$ cat src/rtl/keypad_scanner.sv
// rtl/keypad_scanner.sv - 4x4 keypad column scanner with press/release debounce
// and a single-entry key holding register with overrun reporting.
module keypad_scanner #(
  parameter int SCAN_CYCLES     = 8,
  parameter int DEBOUNCE_CYCLES = 16
) (
  input  logic       clk,
  input  logic       rst,
  input  logic [3:0] rows_sync,
  output logic [3:0] cols,
  output logic [3:0] key_code,
  output logic       key_valid,
  input  logic       key_ack,
  output logic       overrun,
  output logic       busy
);

  typedef enum logic [1:0] {
    SCAN,
    DEBOUNCE,
    PRESSED,
    RELEASE_WAIT
  } state_t;

  localparam logic [7:0]  DWELL_LAST = 8'(SCAN_CYCLES - 1);
  localparam logic [15:0] DEB_LAST   = 16'(DEBOUNCE_CYCLES - 1);

  state_t      state, state_nxt;
  logic [7:0]  dwell_cnt, dwell_nxt;
  logic [15:0] deb_cnt, deb_nxt;
  logic [1:0]  col_idx, col_nxt;
  logic [1:0]  row_idx, row_nxt;
  logic [3:0]  code_nxt;
  logic        valid_nxt;
  logic        overrun_nxt;
  logic        deliver;
  logic        row_one_hot;
  logic [1:0]  row_enc;
  logic [3:0]  row_captured;

  // Exactly one row active; zero or several rows (ghosting) are rejected.
  assign row_one_hot  = (rows_sync != 4'd0) && ((rows_sync & (rows_sync - 4'd1)) == 4'd0);
  assign row_captured = 4'b0001 << row_idx;

  always_comb begin
    row_enc = 2'd0;
    case (rows_sync)
      4'b0010: row_enc = 2'd1;
      4'b0100: row_enc = 2'd2;
      4'b1000: row_enc = 2'd3;
      default: row_enc = 2'd0;
    endcase
  end

  always_ff @(posedge clk) begin
    if (rst) begin
      state     <= SCAN;
      dwell_cnt <= 8'd0;
      deb_cnt   <= 16'd0;
      col_idx   <= 2'd0;
      row_idx   <= 2'd0;
      key_code  <= 4'd0;
      key_valid <= 1'b0;
      overrun   <= 1'b0;
    end else begin
      state     <= state_nxt;
      dwell_cnt <= dwell_nxt;
      deb_cnt   <= deb_nxt;
      col_idx   <= col_nxt;
      row_idx   <= row_nxt;
      key_code  <= code_nxt;
      key_valid <= valid_nxt;
      overrun   <= overrun_nxt;
    end
  end

  always_comb begin
    state_nxt   = state;
    dwell_nxt   = dwell_cnt;
    deb_nxt     = deb_cnt;
    col_nxt     = col_idx;
    row_nxt     = row_idx;
    code_nxt    = key_code;
    valid_nxt   = key_valid;
    overrun_nxt = 1'b0;
    deliver     = 1'b0;

    case (state)
      SCAN: begin
        // Rows are only trusted at the end of the dwell, after synchronizer latency.
        if (dwell_cnt == DWELL_LAST) begin
          dwell_nxt = 8'd0;
          if (row_one_hot) begin
            row_nxt   = row_enc;
            deb_nxt   = 16'd0;
            state_nxt = DEBOUNCE;
          end else begin
            col_nxt = col_idx + 2'd1;
          end
        end else begin
          dwell_nxt = dwell_cnt + 8'd1;
        end
      end

      DEBOUNCE: begin
        if (rows_sync == row_captured) begin
          if (deb_cnt == DEB_LAST) begin
            deb_nxt   = 16'd0;
            state_nxt = PRESSED;
          end else begin
            deb_nxt = deb_cnt + 16'd1;
          end
        end else begin
          deb_nxt   = 16'd0;
          dwell_nxt = 8'd0;
          col_nxt   = col_idx + 2'd1;
          state_nxt = SCAN;
        end
      end

      PRESSED: begin
        deliver   = 1'b1;
        deb_nxt   = 16'd0;
        state_nxt = RELEASE_WAIT;
      end

      RELEASE_WAIT: begin
        if (rows_sync == 4'd0) begin
          if (deb_cnt == DEB_LAST) begin
            deb_nxt   = 16'd0;
            dwell_nxt = 8'd0;
            col_nxt   = col_idx + 2'd1;
            state_nxt = SCAN;
          end else begin
            deb_nxt = deb_cnt + 16'd1;
          end
        end else begin
          deb_nxt = 16'd0;
        end
      end

      default: begin
        state_nxt = SCAN;
        dwell_nxt = 8'd0;
        deb_nxt   = 16'd0;
      end
    endcase

    // An ack in the delivery cycle frees the holding register for the new key.
    if (deliver) begin
      if (!key_valid || key_ack) begin
        code_nxt  = {row_idx, col_idx};
        valid_nxt = 1'b1;
      end else begin
        overrun_nxt = 1'b1;
      end
    end else if (key_valid && key_ack) begin
      valid_nxt = 1'b0;
    end
  end

  assign cols = 4'b0001 << col_idx;
  assign busy = (state != SCAN);

endmodule

$ cat config.mk
export PLATFORM = sky130hd
export DESIGN_NAME = keypad_scanner
export DESIGN_NICKNAME = d
export VERILOG_FILES = /design/src/rtl/keypad_scanner.sv
export SDC_FILE = /design/constraint.sdc
export NUM_CORES = 1
export LEC_CHECK = 0
export ABC_AREA = 1
export CORE_UTILIZATION = 50
export DETAILED_ROUTE_END_ITERATION = 16
export PLACE_DENSITY = 0.7
export RECOVER_POWER = 50
export SYNTH_ARGS = -nofsm -noshare
export SYNTH_HDL_FRONTEND = slang
export SYNTH_SLANG_ARGS = --single-unit
$ cat constraint.sdc
create_clock -name clk -period 1.95 [get_ports clk]
set_input_delay 0.2925 -clock clk [delete_from_list [all_inputs] [get_ports clk]]
set_output_delay 0.2925 -clock clk [all_outputs]
set_load 0.1 [all_outputs]
# Yosys cells after proc, flatten, opt, wreduce, memory -nomap -nowiden

Index checks and enable logic that the tools add are counted.

Latch bits: 0
Word-level logic and storage cells: 82
Memories: 0
Memory bits (writable): 0
Bits in read-only memories: 0
Input bits: 7
Flip-flop bits (word level): 36

Bitwise gates (word level): 2
Multiply operators: 0
Add/subtract/negate cells: 4
Divide/modulo/power cells: 0
Mux-type cells: 30
Shifts and indexed selects: 2
Order comparisons: 0
Reductions and logical operators: 19
Eq/ne operators: 17

Operator list:

| cell                                                                    | number |
|---|---|
| 16-bit two-way mux                                                      | 5 |
| 16-bit one-hot mux with 4 select lines                                  | 1 |
| 8-bit two-way mux                                                       | 4 |
| 8-bit one-hot mux with 3 select lines                                   | 1 |
| 2-bit two-way mux                                                       | 11 |
| 16-bit by 1-bit adder with 16-bit output (second input constant)        | 1 |
| 16-bit by 4-bit equality test with 1-bit output (second input constant) | 1 |
| 2-bit != test (second input constant)                                   | 6 |
| 2-bit one-hot mux with 3 select lines                                   | 2 |
| 8-bit by 1-bit adder with 8-bit output (second input constant)          | 1 |
| 8-bit by 3-bit equality test with 1-bit output (second input constant)  | 1 |
| 4-bit logical NOT                                                       | 2 |
| 2-bit one-hot mux with 4 select lines                                   | 1 |
| 1-bit by 2-bit << shifter with 4-bit output (first input constant)      | 2 |
| 2-bit AND reduction                                                     | 3 |
| 6-bit AND reduction                                                     | 1 |
| 1-bit two-way mux                                                       | 5 |
| 5-bit AND reduction                                                     | 1 |
| 4-bit AND                                                               | 1 |
| 2-bit equality test (second input constant)                             | 2 |
| 4-bit by 2-bit equality test with 1-bit output (second input constant)  | 1 |
| 4-bit by 3-bit equality test with 1-bit output (second input constant)  | 1 |
| 4-bit equality test                                                     | 1 |
| 4-bit equality test (second input constant)                             | 1 |
| 16 further kinds                                                        | 18 |

# Logic depth before layout (Yosys ltp)

Depth in word-level cells: 7
Mapped depth: 13
Gate-level depth less buffers: 12

# Least setup slack after synthesis

OpenSTA, ideal clock, no wires.

Path type: reg-to-reg
From: register state[0]
To: register row_idx[0]
Path slack: 307 ps
Data arrival time: 1524 ps
Cell stages (with the launch flop): 8
Cells stage by stage: dfxtp_1 buf_6 nor2_1 inv_1 nor2_1 inv_1 o21ai_0 a21oi_1

Cells in the longest elaborated chain, start to end: 2

Ends and longest elaborated chain:

| what                                 | RTL line | text |
|---|---|---|
| start, declared                      | 28       | `state_t state, state_nxt;` |
| start signal, assigned               | 66       | `state <= state_nxt;` |
| 2-bit logical NOT                    | 88       | `case (state)` |
| 3-bit AND reduction (no source line) | --       |  |
| end signal, assigned                 | 70       | `row_idx <= row_nxt;` |
| end, declared                        | 32       | `logic [1:0] row_idx, row_nxt;` |

Every way passes these cells.
A chain may end at the register's enable or synchronous reset.

# Worst setup path after layout

From: register deb_cnt[1]
To: register dwell_cnt[1]

Cells in the longest elaborated chain, start to end: 3

Ends and longest elaborated chain:

| what                                            | RTL line | text |
|---|---|---|
| start, declared                                 | 30       | `logic [15:0] deb_cnt, deb_nxt;` |
| start signal, assigned                          | 68       | `deb_cnt <= deb_nxt;` |
| 16-bit by 4-bit equality test with 1-bit output | 129      | `if (deb_cnt == DEB_LAST) begin` |
| 2-bit != test (no source line)                  | --       |  |
| 4-bit AND reduction (no source line)            | --       |  |
| end signal, assigned                            | 67       | `dwell_cnt <= dwell_nxt;` |
| end, declared                                   | 29       | `logic [7:0] dwell_cnt, dwell_nxt;` |

Every way passes these cells.

==> qor.txt <==
fin crit share: 96.2%
initial antenna violation count: 0
post-synthesis compound-gate area fraction: 10.8%
worst slack, placed: -64.8 ps
post-route minimum period: 1880 ps
Skew-Pair Late Insertion Delay: 300 ps
final wirelength: 4.89 mm
Fin. Hold Viols: 0
CP startpoint: deb_cnt[1]$_SDFFE_PP0P_
top_reg_cell synth: dfxtp_1
Die H: 69.0 um
largest net degree at the start of global routing: 13
# DRC: 0
Gate Count Post-Synth: 345
CTS tree: built
EDFF count, synth: 0
crit path DAT: 2070 ps
Setup CP Type: reg2reg
slowest stage delay, CP: 380 ps
Pre-antenna DRT Iters: 4
top-count cell post-synth: nand2_1
post-synthesis simple-gate area fraction: 39.7%
Syn-to-layout area delta: 13.0%
post-synthesis instance area: 2250 sq um
Fillers: 424
Distinct cells, synth: 28
Antenna diodes: 0
Num CTS Buffers: 5
Final HPWL DP: 3.70 mm
clk root buf: clkbuf_8
post-synthesis xor/xnor area fraction: 3.51%
multi-input logic area: 1280 sq um
CP Data Required Time: 2140 ps
post-layout util: 58.7%
placed insts: 416
Max Cap Violations: 0
port buffer count: 17
Least-Margin Pin Slew: 559 ps
post-CTS setup buffer count: 0
Pleak: 0.00115 uW
worst reg2reg startpoint: deb_cnt[1]$_SDFFE_PP0P_
Synth top area share: 32.1%
Synth top cells by count: nand2_1 (77), nor2_1 (50), inv_1 (40), dfxtp_1 (36), nand3_1 (33)
min-delay src: dwell_cnt[7]$_SDFFE_PP0P_
syn nets: 358
main combinational cell family by area after synthesis: simple AND/OR/NAND/NOR gates
CP Max Fanout: 12
Yosys reg bits: 36
final setup margin: 75.0 ps
Chip Width: 69.0 um
die area: 4760 sq um
final setup vio count: 0
share of layout cells above drive strength 1: 14.0%
vias in the first global route: 2013
top post-synthesis cells by area: dfxtp_1 (32%), nand2_1 (13%), nor2_1 (8.4%)
type of the most critical hold path: reg2reg
number of synthesis warnings: 0
RSZ-0062 raised after global routing: true
Worst-path clk slew: 80 ps
Post-CTS Hold Buffers: 0
Post-Place Cell Area: 2540 sq um
gp weighted congestion: 0.860
Slew headroom: 62.9%
Non-Filler Cell Area, Final: 2540 sq um
CTS sink count: 36
maximum vdd drop: 0.000408 V
leading area contributor after synthesis: dfxtp_1
clk buf depth: 2
FMAX: 533 MHz
total global routing overflow: 0
# H-tree levels: 2
mux share of post-synthesis cell area: 0%
cells along the critical path: ha_1 > nand3_1 > nor2_1 > nand3_1 > nand2_1 > inv_1 > nor2_4 > clkbuf_2 > nand2_1 > o21ai_1 > nor2_1
Power Dens Cells: 591 nW/um^2
Storage cell area: 721 sq um
Site Rows: 24
DR iter-0 viols: 200
adder-cell share of the synthesized area: 3.34%
vias per cell: 5.10
total track usage: 22.3%
routed vias: 2162
Core Area: 4320 sq um
critical path endpoint category: flip-flop
status: finished clean
asr flop ratio synth: 0%
Initial Util: 51.9%
register area share after synthesis: 32.1%
Final Non-Filler Cells: 424
cts repair resizes: 0
CP max stage cell: dfxtp_1
max-slew violation count: 0
first-pass GRT wire length: 8.83 mm
nets: 384
Ports: 18
routed len/inst: 11.5 um
nature of the critical path startpoint: flip-flop
Worst Skew: 7.90 ps
Post-Syn Area per Cell: 6.51 sq um
post-route ant nets: 0
[cell families after synthesis]
| family | after synthesis |
|---|---|
| AND/OR/NAND/NOR | 196 |
| buffers and inverters | 54 |
| AO/OA/AOI/OAI | 44 |
| flip-flops | 36 |
| XOR/XNOR | 9 |
| adder cells (fa/ha/maj) | 6 |
[metrics by stage]
stage          TNS [ps]  total power [uW]  hold slack [ps]
2_1_floorplan         0               825              370
3_3_place_gp      -51.6               862              481
3_5_place_dp      -99.4               865              483
4_1_cts               0              1520              501
5_1_grt            -102              1560              532
6_report              0              1500              500
[flip-flops by register name, indices dropped and copies added, names as in the netlist, named ones only]
signal and cells:
key_valid 1, deb_cnt 16, col_idx 2, overrun 1, row_idx 2, key_code 4
state 1, dwell_cnt 8
[path summary, 6_finish.rpt]
check / endpoint / cells after the start / slack, ps
setup / recovery: dwell_cnt[1]$_SDFFE_PP0P_ / 11 / 70
hold / removal: dwell_cnt[7]$_SDFFE_PP0P_ / 2 / 500
setup reg to reg: dwell_cnt[1]$_SDFFE_PP0P_ / 11 / 70
hold reg to reg: dwell_cnt[7]$_SDFFE_PP0P_ / 2 / 500
[layout make-up]
type,count,area share [%]
Inverter,46,6.90
Sequential cell,36,28.4
Clock buffer,6,2.86
Multi-Input combinational cell,255,50.6
Timing Repair Buffer,27,7.25
Tap cell,52,2.56
Clock inverter,2,1.38
[per-layer routing]
metal | track usage, % | part of all wire [%] | vias to the layer above
li1 | - | - | 1152
met1 | 29.4 | 47 | 979
met2 | 35.7 | 49 | 27
met3 | 5.99 | 3.3 | 4
met4 | 6.58 | 0.43 | 0
met5 | 0 | 0 | -
[cell usage in the layout (no fill, tap or decap), drive strengths merged]
cell,count
clkinv,1
nand3,36
nand2,85
and2,1
a21oi,21
dfxtp,36
bufinv,1
inv,46
o21ai,20
o31ai,1
nor3,8
xor2,9
nand3b,2
clkdlybuf4s50,6
clkbuf,18
o21bai,2
ha,6
nor2,58
nand4,6
buf,9
[where the power goes]
part           switching [uW]  total, uW  leakage [uW]  internal, uW
Clock                     275        655     0.0000552           379
Sequential               5.62        747      0.000290           741
Combinational            57.0       97.4      0.000806          40.3
Total                     338       1500       0.00115          1160
[critical path, delay by kind of cell (launching register included)]
family          cells  cell delay, ps
simple gates        7             730
flops               1             380
buf+inv             2             350
fa+ha+maj           1             230
compound gates      1              80
(Power assumes the default switching activity.)
